## src/rtl/pmem_loader_pkg.sv

```systemverilog
// Shared constants for the program-memory loader: FSM encodings, default sync marker
// and the maximum word count helper.
package pmem_loader_pkg;

  localparam logic [7:0] SYNC_BYTE_DEFAULT = 8'hA5;
  localparam int         ADDR_W_DEFAULT    = 4;
  localparam int         MAX_COUNT_DEFAULT = 1 << ADDR_W_DEFAULT;

  localparam logic [2:0] ST_IDLE  = 3'd0;
  localparam logic [2:0] ST_COUNT = 3'd1;
  localparam logic [2:0] ST_HI    = 3'd2;
  localparam logic [2:0] ST_LO    = 3'd3;
  localparam logic [2:0] ST_CSUM  = 3'd4;
  localparam logic [2:0] ST_DONE  = 3'd5;
  localparam logic [2:0] ST_ERR   = 3'd6;

  function automatic int max_count(input int addr_w);
    return 1 << addr_w;
  endfunction

endpackage

```

## src/rtl/pmem_loader.sv

```systemverilog
// Framed byte-stream writer for the microcontroller program memory; holds the core in reset
// until a frame loads cleanly. Define PMEM_LOADER_CSUM_EN to require a trailing XOR checksum.
module pmem_loader
  import pmem_loader_pkg::*;
#(
  parameter int         ADDR_W    = 4,
  parameter int         INSTR_W   = 12,
  parameter logic [7:0] SYNC_BYTE = SYNC_BYTE_DEFAULT
) (
  input  logic               clk,
  input  logic               reset,
  input  logic               reload,
  input  logic               in_valid,
  input  logic [7:0]         in_data,
  output logic               in_ready,
  output logic               pm_we,
  output logic [ADDR_W-1:0]  pm_waddr,
  output logic [INSTR_W-1:0] pm_wdata,
  output logic               core_reset,
  output logic               done,
  output logic               err
);

  localparam int         MaxCount   = max_count(ADDR_W);
  // Bits of the hi byte that do not fit in the instruction word must be zero.
  localparam logic [15:0] HiMaskWide = 16'h00FF << (INSTR_W - 8);
  localparam logic [7:0]  HiMask     = HiMaskWide[7:0];

  logic [2:0]      state;
  logic            armed;
  logic [ADDR_W:0] n_q;
  logic [ADDR_W:0] wcnt;
  logic [7:0]      hi_q;
  logic            accept;
  logic            count_ok;
  logic            hi_ok;
  logic            last_word;
`ifdef PMEM_LOADER_CSUM_EN
  logic [7:0]      csum_q;
`endif

  assign accept     = in_valid && in_ready;
  assign count_ok   = (in_data != 8'd0) && (int'(in_data) <= MaxCount);
  assign hi_ok      = (in_data & HiMask) == 8'd0;
  assign last_word  = (wcnt + 1'b1) == n_q;

  assign in_ready   = armed && (state != ST_DONE);
  assign done       = (state == ST_DONE);
  assign err        = (state == ST_ERR);
  assign core_reset = (state != ST_DONE);

  always_ff @(posedge clk or posedge reset) begin
    if (reset) begin
      state    <= ST_IDLE;
      armed    <= 1'b0;
      n_q      <= '0;
      wcnt     <= '0;
      hi_q     <= '0;
      pm_we    <= 1'b0;
      pm_waddr <= '0;
      pm_wdata <= '0;
`ifdef PMEM_LOADER_CSUM_EN
      csum_q   <= '0;
`endif
    end else begin
      armed <= 1'b1;
      pm_we <= 1'b0;
      // reload wins over a byte arriving in the same cycle; that byte is dropped.
      if (reload && (state == ST_DONE || state == ST_ERR)) begin
        state <= ST_IDLE;
      end else if (accept) begin
        case (state)
          ST_IDLE: begin
            if (in_data == SYNC_BYTE) state <= ST_COUNT;
          end
          ST_COUNT: begin
            if (count_ok) begin
              n_q   <= (ADDR_W+1)'(in_data);
              wcnt  <= '0;
              state <= ST_HI;
`ifdef PMEM_LOADER_CSUM_EN
              csum_q <= in_data;
`endif
            end else begin
              state <= ST_ERR;
            end
          end
          ST_HI: begin
            if (hi_ok) begin
              hi_q  <= in_data;
              state <= ST_LO;
`ifdef PMEM_LOADER_CSUM_EN
              csum_q <= csum_q ^ in_data;
`endif
            end else begin
              state <= ST_ERR;
            end
          end
          ST_LO: begin
            pm_we    <= 1'b1;
            pm_waddr <= wcnt[ADDR_W-1:0];
            pm_wdata <= INSTR_W'({hi_q, in_data});
            wcnt     <= wcnt + 1'b1;
`ifdef PMEM_LOADER_CSUM_EN
            csum_q   <= csum_q ^ in_data;
            state    <= last_word ? ST_CSUM : ST_HI;
`else
            state    <= last_word ? ST_DONE : ST_HI;
`endif
          end
`ifdef PMEM_LOADER_CSUM_EN
          ST_CSUM: begin
            state <= (in_data == csum_q) ? ST_DONE : ST_ERR;
          end
`endif
          ST_ERR: begin
            if (in_data == SYNC_BYTE) state <= ST_COUNT;
          end
          default: state <= ST_IDLE;
        endcase
      end
    end
  end

endmodule

```

## config.mk

```make
export PLATFORM = sky130hd
export DESIGN_NAME = pmem_loader
export DESIGN_NICKNAME = d
export VERILOG_FILES = /design/src/rtl/pmem_loader_pkg.sv /design/src/rtl/pmem_loader.sv
export SDC_FILE = /design/constraint.sdc
export NUM_CORES = 1
export LEC_CHECK = 0
export BUFFER_PORTS_ARGS = -buffer_cell sky130_fd_sc_hd__buf_2
export CAP_MARGIN = 20
export CORE_ASPECT_RATIO = 0.9
export CORE_MARGIN = 2
export CORE_UTILIZATION = 55
export DETAILED_ROUTE_END_ITERATION = 10
export MAX_ROUTING_LAYER = met4
export PLACE_DENSITY_LB_ADDON = 0.25
export SLEW_MARGIN = 5
export SYNTH_ARGS = -nofsm -noshare
export SYNTH_HDL_FRONTEND = slang
export SYNTH_SLANG_ARGS = --single-unit
```

## constraint.sdc

```tcl
create_clock -name clk -period 4.55 [get_ports clk]
set_clock_uncertainty 0.05 [all_clocks]
set_input_delay 0.6825 -clock clk [delete_from_list [all_inputs] [get_ports clk]]
set_output_delay 0.6825 -clock clk [all_outputs]
set_load 0.01 [all_outputs]
```

# Yosys cells after proc, flatten, opt, wreduce, memory -nomap -nowiden
# Cells that the tools add are included.
[word_totals]
ff_bits = 35
input_bits = 12
output_inout_bits = 21
elab_cells = 49
[classes]
add_sub_neg = 1
n_lt_le_gt_ge = 1
n_eq_ne = 10
mux = 12
n_bitwise = 1
reduce_logical = 16
[op_table]
columns = ["cell", "n"]
rows = [
  ["$mux W3", 6],
  ["$pmux W3 S4", 1],
  ["$reduce_and A4 Y1", 3],
  ["$pmux W5 S2", 1],
  ["$eq A8 B8 Y1 const B", 1],
  ["$le A8 B5 Y1 const B", 1],
  ["$logic_not A8 Y1", 1],
  ["$reduce_bool A8 Y1", 1],
  ["$eq A3 B2 Y1 const B", 2],
  ["$eq A3 B3 Y1 const B", 2],
  ["$add A5 B1 Y5 const B", 1],
  ["$eq A5 B5 Y1", 1],
  ["$mux W5", 1],
  ["$logic_and A1 B1 Y1", 4],
  ["$reduce_bool A2 Y1", 2],
  ["$eq A3 B1 Y1 const B", 1],
  ["$logic_not A3 Y1", 1],
  ["$mux W1", 3],
  ["$ne A3 B1 Y1 const B", 1],
  ["$ne A3 B3 Y1 const B", 1],
  ["$reduce_and A3 Y1", 1],
  ["$ne A2 B2 Y1 const B", 1],
  ["$reduce_and A2 Y1", 1],
  ["$reduce_or A2 Y1", 1],
  ["2 further kinds", 2],
]

# Depth between registers and ports, before layout
# Gate-level depths: netlist of run 1.
[logic_depth]
ltp_word = 6
ltp_mapped = 6

# Worst setup path before layout of run 1
# Ideal clock, no wire load.
[synth_path]
path_kind = "input to register"
start = "input in_data[0]"
end = "register n_q[0]"
setup_time_ns = 0.128
t_arrival_ns = 1.999
required_time_ns = 4.372
slack_ns = 2.374
stages = 6
path_buffers = 1
cell_sequence = "nor4_2 > xnor2_1 > nand2_1 > or3_1 > buf_2 > mux2_1"
[synth_between]
elab_chain_len = 3
elab_cells_between_ends = 4
classes_between = "1 x order compare; 3 x reduce/logical"
[synth_lines]
columns = ["item", "line_no", "text"]
rows = [
  ["start, declared", "pmem_loader.sv:14", "input logic [7:0] in_data,"],
  ["$le A8 B5 Y1 / $reduce_bool A8 Y1 (equally long branches)", "pmem_loader.sv:43", "assign count_ok = (in_data != 8'd0) && (int'(in_data) <= MaxCount);"],
  ["$logic_and A1 B1 Y1", "pmem_loader.sv:43", ""],
  ["$reduce_and A4 Y1 (no source line)", "n/a", ""],
  ["end signal, assigned", "pmem_loader.sv:78", "n_q <= (ADDR_W+1)'(in_data);"],
  ["end, declared", "pmem_loader.sv:31", "logic [ADDR_W:0] n_q;"],
]
# Parallel ways exist; a longest one is shown, timed or not.
# A chain may end at the register's enable or synchronous reset.

# Final worst setup path of run 1
[layout_path]
start = "register state[1]"
end = "output in_ready"
[layout_between]
elab_chain_len = 2
[layout_lines]
columns = ["item", "line_no", "text"]
rows = [
  ["start, declared", "pmem_loader.sv:29", "logic [2:0] state;"],
  ["start signal, assigned", "pmem_loader.sv:108", "state <= last_word ? ST_DONE : ST_HI;"],
  ["$ne A3 B3 Y1", "pmem_loader.sv:47", "assign in_ready = armed && (state != ST_DONE);"],
  ["$logic_and A1 B1 Y1", "pmem_loader.sv:47", ""],
  ["end, declared", "pmem_loader.sv:15", "output logic in_ready,"],
]
# Every way passes these cells.

==> results of run 1 <==
routing by layer:
metal | vias up | part of all wire, %
met1 | 617 | 45
met2 | 27 | 49
met3 | 7 | 3.8
met4 | 0 | 1.7
met5 | - | 0
li1 | 593 | -
sequential cells by signal, summed over array words and instances, names as in the netlist:
signal    flops
pm_wdata     12
state         3
n_q           5
wcnt          5
armed         1
pm_we         1
pm_waddr      4
hi_q          4
worst max path at each step:
| stage | slack, ns | startpoint | cells after the start | to |
|---|---|---|---|---|
| 4_1_cts | 2.23 | state[1] | 4 | in_ready |
| 3_3_place_gp | 2.12 | in_valid | 5 | pm_wdata[5] |
| 5_1_grt | 2.08 | state[1] | 4 | in_ready |
| 3_5_place_dp | 2.04 | in_valid | 5 | pm_wdata[7] |
| 2_1_floorplan | 2.37 | in_data[0] | 6 | n_q[0] |
| 6_report | 2.23 | state[1] | 4 | in_ready |
worst max-delay path, stage by stage (launching register included):
cell	delay (ns)
dfrtp_1	0.54
nor2b_1	0.29
nand2_1	0.12
and2_1	0.18
buf_2	0.13
synth_stat cells, types with 3 or more instances:
master    n
a21oi_1   3
xnor2_1   5
nand2_1  10
dfrtp_1  35
a21o_1    4
buf_2     5
nand3_1   9
mux2_1   10
mux2_2   15
xor2_1    3
inv_1     6
nor2_1    6
where the power goes:
part           total (W)  internal (W)  switching (W)
Sequential      0.000427      0.000365      0.0000627
Combinational   0.000221      0.000109       0.000111
Clock           0.000168     0.0000715      0.0000962
Total           0.000816      0.000545       0.000270
cells by family after synthesis:
group / count (synthesis) / synth area share [%]
simple gates: 42 / 13.40
compound gates: 23 / 9.993
other cells: 1 / 0.2218
fa+ha+maj: 1 / 0.7401
flops: 35 / 51.81
buf+inv: 12 / 3.034
xor+xnor: 8 / 4.145
mux: 25 / 16.65
stage by stage:
stage	setup WS [ns]	power, W	utilization (%)	cell area (um2)	hold slack [ns]
2_1_floorplan	2.374	0.0005839	-	1690	0.4102
3_3_place_gp	2.116	0.0006440	62.82	1882	0.4201
3_5_place_dp	2.043	0.0006551	62.82	1882	0.4199
4_1_cts	2.235	0.0008224	64.70	1938	0.3882
5_1_grt	2.084	0.0008731	64.70	1938	0.4047
6_report	2.233	0.0008157	64.70	1938	0.3803
cell type report:
class | instances | area [um2] | share of cell area (%)
flip-flops and latches | 35 | 875.8 | 45.19
multi-input cells | 100 | 763.2 | 39.38
repair buffers | 33 | 167.7 | 8.651
well taps | 42 | 52.55 | 2.711
clock buffers | 6 | 51.30 | 2.647
inverters | 6 | 22.52 | 1.162
clock inverters | 1 | 5.005 | 0.2582
==> flow_summary.json, run 1 <==
{
  "cts_tree": "done",
  "syn2layout_area_growth_pct": 14.66,
  "p_per_area_mw_per_mm2": 420.9,
  "grt_start_max_net_pins": 36,
  "drive_gt1_share_pct": 32.60,
  "wirelength_um": 3112,
  "io_buffer_count": 32,
  "htree_num_levels": 2,
  "hpwl_um": 2263,
  "cts_setup_buffers": 0,
  "dp.cells": 216,
  "clk_pin_slew_ns": 0.10,
  "diodes": 0,
  "start_util_pct": 56.43,
  "finalSetupViolCount": 0,
  "worst-setup-path-type": "reg2out",
  "cts_resized": 0,
  "crit_arrival_ns": 1.58,
  "cts_root_buffer": "clkbuf_4",
  "synth-edff-count": 0,
  "ant_nets": 0,
  "cp-end-kind": "output pin",
  "met2_usage_pct": 32.26,
  "grt_use_met3_pct": 4.208,
  "relSlewSlack_pct": 36.01,
  "synthesis.area_mm2": 0.001690,
  "final_cell_mix": "dfrtp_1, buf_2, mux2_2",
  "yosysTopAreaCell": "dfrtp_1",
  "grt_pass1_wl_um": 5375,
  "drtIter0Drc": 89,
  "synth_nets": 160,
  "die_y_um": 56.60,
  "clock_latency_ns": 0.33,
  "status": "complete, no violations",
  "cts_sinks": 35,
  "final_common_cell": "dfrtp_1",
  "synth_ff_type": "dfrtp_1",
  "synth.area.top_cells": "dfrtp_1, mux2_2, mux2_1",
  "cts.path.max_buffers": 2,
  "grt_overflow_total": 0,
  "critPathRequiredTime_ns": 3.82,
  "nets": 194,
  "worstPathMaxFanout": 12,
  "hold_class": "in2async",
  "ios": 33,
  "fmax_mhz": 431.6,
  "fill_cells": 257,
  "ff2ff_path_depth": 3,
  "ys_types": 40,
  "drcViolationCount": 0,
  "ir_drop_v": 0.0002553,
  "slew_violations": 0,
  "synth.avg_cell_area_um2": 11.50,
  "via_count": 1244,
  "drtPass1Iterations": 4,
  "fin_crit_ns": 2.317,
  "netlist_instances": 147,
  "antenna_found_initial": 0,
  "gp_congestion": 0.8108,
  "startpoint_type": "flip-flop",
  "post_drt_wl_per_cell_um": 13.96,
  "rsz0062_at_grt": "no",
  "seq_area_frac_synth_pct": 51.81,
  "cts_hold_buffers": 0,
  "top_usage_layer": "met2",
  "rows": 19,
  "leakage_nw": 1.008,
  "fp.coreArea_mm2": 0.002995,
  "fin_tns_setup_ns": 0,
  "numCtsBuffers": 5,
  "period_share_pct": 50.92,
  "worst_pin_slew_ns": 0.9572,
  "r2r_start": "state[2]",
  "first_global_vias": 1185,
  "final_cells": 223,
  "maxCapViolations": 0,
  "track_usage_pct": 20.62,
  "die_w_um": 62.44,
  "routed_via_density": 5.578,
  "reg2reg_to": "pm_waddr[0]",
  "finalHoldViolations": 0,
  "ys_ff_latch": 35,
  "die_area_mm2": 0.003534,
  "grt_util_met1_pct": 26.01,
  "rrSetupSlack_ns": 2.39,
  "synth.top_cell.area_share_pct": 51.81,
  "async_reset_ff_share_pct": 100.0,
  "synth_warnings": 0
}
No activity file was read; power rests on OpenSTA's default activity.
==> inputs of run 2 (changes only) <==
--- a/config.mk
+++ b/config.mk
@@ -5,11 +5,12 @@
 export SDC_FILE = /design/constraint.sdc
 export NUM_CORES = 1
 export LEC_CHECK = 0
+export ABC_AREA = 1
 export BUFFER_PORTS_ARGS = -buffer_cell sky130_fd_sc_hd__buf_2
 export CAP_MARGIN = 20
 export CORE_ASPECT_RATIO = 0.9
 export CORE_MARGIN = 2
-export CORE_UTILIZATION = 55
+export CORE_UTILIZATION = 49
 export DETAILED_ROUTE_END_ITERATION = 10
 export MAX_ROUTING_LAYER = met4
 export PLACE_DENSITY_LB_ADDON = 0.25
==> constraint.sdc (replaced) <==
create_clock -name clk -period 1.9 [get_ports clk]
set_clock_uncertainty 0.05 [all_clocks]
set_input_delay 0.285 -clock clk [delete_from_list [all_inputs] [get_ports clk]]
set_output_delay 0.285 -clock clk [all_outputs]
set_load 0.01 [all_outputs]
==> run 2 against run 1 <==
Compared with the run above: power rose to 2.9 times the previous value; sequential power up 140%; synthesized area up 5.5%; routed wire length up 15%; largest cell class unchanged; count of clock-buffer cells in the layout unchanged; clock power rose to 4.2 times the previous value; sequential cell count unchanged; worst setup slack worse by 2.0 ns; global-route usage up 0.93 points; hold slack worse by 0.35 ns.
==> flow_summary.json, run 2 <==
{
  "status": "complete, no violations",
  "grt_use_met3_pct": 4.388,
  "largest_reg_flops": 12,
  "leakage_nw": 1.129,
  "cts_resized": 0,
  "drive_gt1_share_pct": 21.97,
  "fmax_mhz": 606.5,
  "die_w_um": 67.59,
  "grt_overflow_total": 0,
  "p_sw_share_pct": 33.73,
  "synth-edff-count": 0,
  "ff2ff_path_depth": 10,
  "regMostFlops": "pm_wdata",
  "grt_util_met1_pct": 27.54,
  "clk_pin_slew_ns": 0.07,
  "yosysMostFrequentCell": "nand2_1",
  "finalSetupViolCount": 0,
  "seq_area_frac_synth_pct": 49.12,
  "synth_ff_type": "dfrtp_1",
  "pwr-share-clk_pct": 30.0,
  "rows": 20,
  "cts_root_buffer": "clkbuf_8",
  "ios": 33,
  "synthTopCellsByCount": "nand2_1, dfrtp_1, inv_1, o21ai_0, nand3_1",
  "antenna_found_initial": 0,
  "drtIter0Drc": 86,
  "nets": 276,
  "rsz0062_at_grt": "no",
  "whs_ns": 0.03338,
  "numCtsBuffers": 5,
  "cts_setup_buffers": 0,
  "cts_tree": "done",
  "grt_pass1_wl_um": 6313,
  "top_usage_layer": "met2",
  "cp-end-kind": "flip-flop",
  "worst-setup-path-type": "reg2reg",
  "fin_crit_ns": 1.649,
  "final_common_cell": "nand2_1",
  "synth_compound_area_share_pct": 9.193,
  "cts.path.max_buffers": 2,
  "netlist_instances": 226,
  "crit_arrival_ns": 1.78,
  "post_drt_wl_per_cell_um": 11.62,
  "maxCapViolations": 0,
  "met2_usage_pct": 33.05,
  "finalHoldViolations": 0,
  "clock_latency_ns": 0.29,
  "muxShareOfSynthArea_pct": 0,
  "critPathRequiredTime_ns": 2.03,
  "worstPathMaxFanout": 8,
  "track_usage_pct": 21.55,
  "diodes": 0,
  "final_cell_mix": "nand2_1, dfrtp_1, buf_2",
  "ys_ff_latch": 35,
  "seqPwrFrac_pct": 43.4,
  "wirelength_um": 3580,
  "fin_tns_setup_ns": 0,
  "die_area_mm2": 0.004138,
  "syn2layout_area_growth_pct": 18.25,
  "synth_warnings": 0,
  "via_count": 1485,
  "p_per_area_mw_per_mm2": 1107,
  "p_comb_share_pct": 26.7,
  "grt_start_max_net_pins": 36,
  "synthSimpleGateAreaFrac_pct": 32.91,
  "cts_sinks": 35,
  "first_global_vias": 1416,
  "slew_violations": 0,
  "ant_nets": 0,
  "synth.area.top_cells": "dfrtp_1, nand2_1, o21ai_0",
  "routed_via_density": 4.821,
  "start_util_pct": 52.01,
  "die_y_um": 61.23,
  "synthXorXnorAreaFrac_pct": 0,
  "htree_num_levels": 2,
  "switchingPower_w": 0.0007876,
  "cts_hold_buffers": 0,
  "async_reset_ff_share_pct": 100.0,
  "synthesis.area_mm2": 0.001783,
  "synth.avg_cell_area_um2": 7.889,
  "top_regs": "pm_wdata: 12 flops, n_q: 5 flops, wcnt: 5 flops",
  "period_share_pct": 86.78,
  "drcViolationCount": 0,
  "yosys.area_share.adder_pct": 0.7018,
  "ir_drop_v": 0.0006541,
  "hpwl_um": 2642,
  "gp_congestion": 0.8328,
  "synth_nets": 239,
  "internal_power_w": 0.001547,
  "drtPass1Iterations": 4,
  "ys_types": 24,
  "fill_cells": 310,
  "synth.top_cell.area_share_pct": 49.12,
  "hold_class": "in2async",
  "io_buffer_count": 32,
  "startpoint_type": "flip-flop",
  "synth_top_family_by_area": "simple AND/OR/NAND/NOR gates",
  "fp.coreArea_mm2": 0.003428,
  "yosysTopAreaCell": "dfrtp_1"
}
-- run 2: cell count changes after synthesis, moves of 5 or more --
cell     previous run  this run
nand2_1            10        83
inv_1               6        26
o21ai_0             2        22
mux2_2             15         0
mux2_1             10         0
nand4_1             1         6
xnor2_1             5         0
-- run 2: kinds of logic (layout without fill, tap and decap cells) --
group,after synthesis,after routing
buf+inv,34,72
simple gates,123,123
other cells,1,1
compound gates,32,32
fa+ha+maj,1,1
flops,35,35
-- run 2: final timing paths --
kind                       slack, ns      endpoint    startpoint
setup / recovery                0.25      state[1]       wcnt[0]
hold / removal                  0.03       wcnt[1]         reset
setup reg to reg                0.25      state[1]       wcnt[0]
hold reg to reg                 0.42  pm_wdata[10]  pm_wdata[10]
max in group asynchronous       1.44       wcnt[0]         reset
min in group clk                0.26   pm_wdata[6]    in_data[6]
-- run 2: cell type report --
| cell class | instances | area (um2) | share of cell area [%] |
|---|---|---|---|
| inverters | 29 | 108.9 | 5.163 |
| flip-flops and latches | 35 | 877.1 | 41.60 |
| clock inverters | 2 | 35.03 | 1.662 |
| well taps | 44 | 55.05 | 2.611 |
| clock buffers | 6 | 82.58 | 3.917 |
| repair buffers | 35 | 182.7 | 8.665 |
| multi-input cells | 157 | 767.0 | 36.38 |
-- run 2: per-stage QoR --
stage	total power (W)	utilization (%)	cells	setup slack (ns)	area, um2
finish	0.002335	61.50	308	0.2513	2108
global route	0.002503	61.50	308	0.01861	2108
CTS	0.002351	61.46	308	0.2316	2107
detailed placement	0.001644	58.03	300	0.2277	1989
global placement	0.001627	58.03	300	0.2653	1989
floorplan	0.001464	-	226	0.3762	1783
-- run 2: critical path, stage by stage, from the launching register on --
cell     delay [ns]
dfrtp_2        0.46
ha_1           0.31
inv_1          0.05
nand2_1        0.05
nand2_1        0.04
nor2_1         0.10
nand3_1        0.08
nor2_1         0.15
nand2_1        0.06
o21ai_0        0.14
nand2_1        0.06
-- run 2: power by group through the flow --
stage / clock [W] / sequential (W) / combinational (W)
2_1_floorplan: 0 / 0.00102 / 0.000443
3_3_place_gp: 0 / 0.00101 / 0.000613
3_5_place_dp: 0 / 0.00102 / 0.000626
4_1_cts: 0.000714 / 0.00101 / 0.000628
5_1_grt: 0.000743 / 0.00104 / 0.000725
6_report: 0.000700 / 0.00101 / 0.000623
-- run 2: per-layer routing --
metal | part of all wire [%] | wire length (um)
met1 | 50 | 1783
met2 | 45 | 1601
met3 | 3.9 | 141
met4 | 1.5 | 53
met5 | 0 | 0
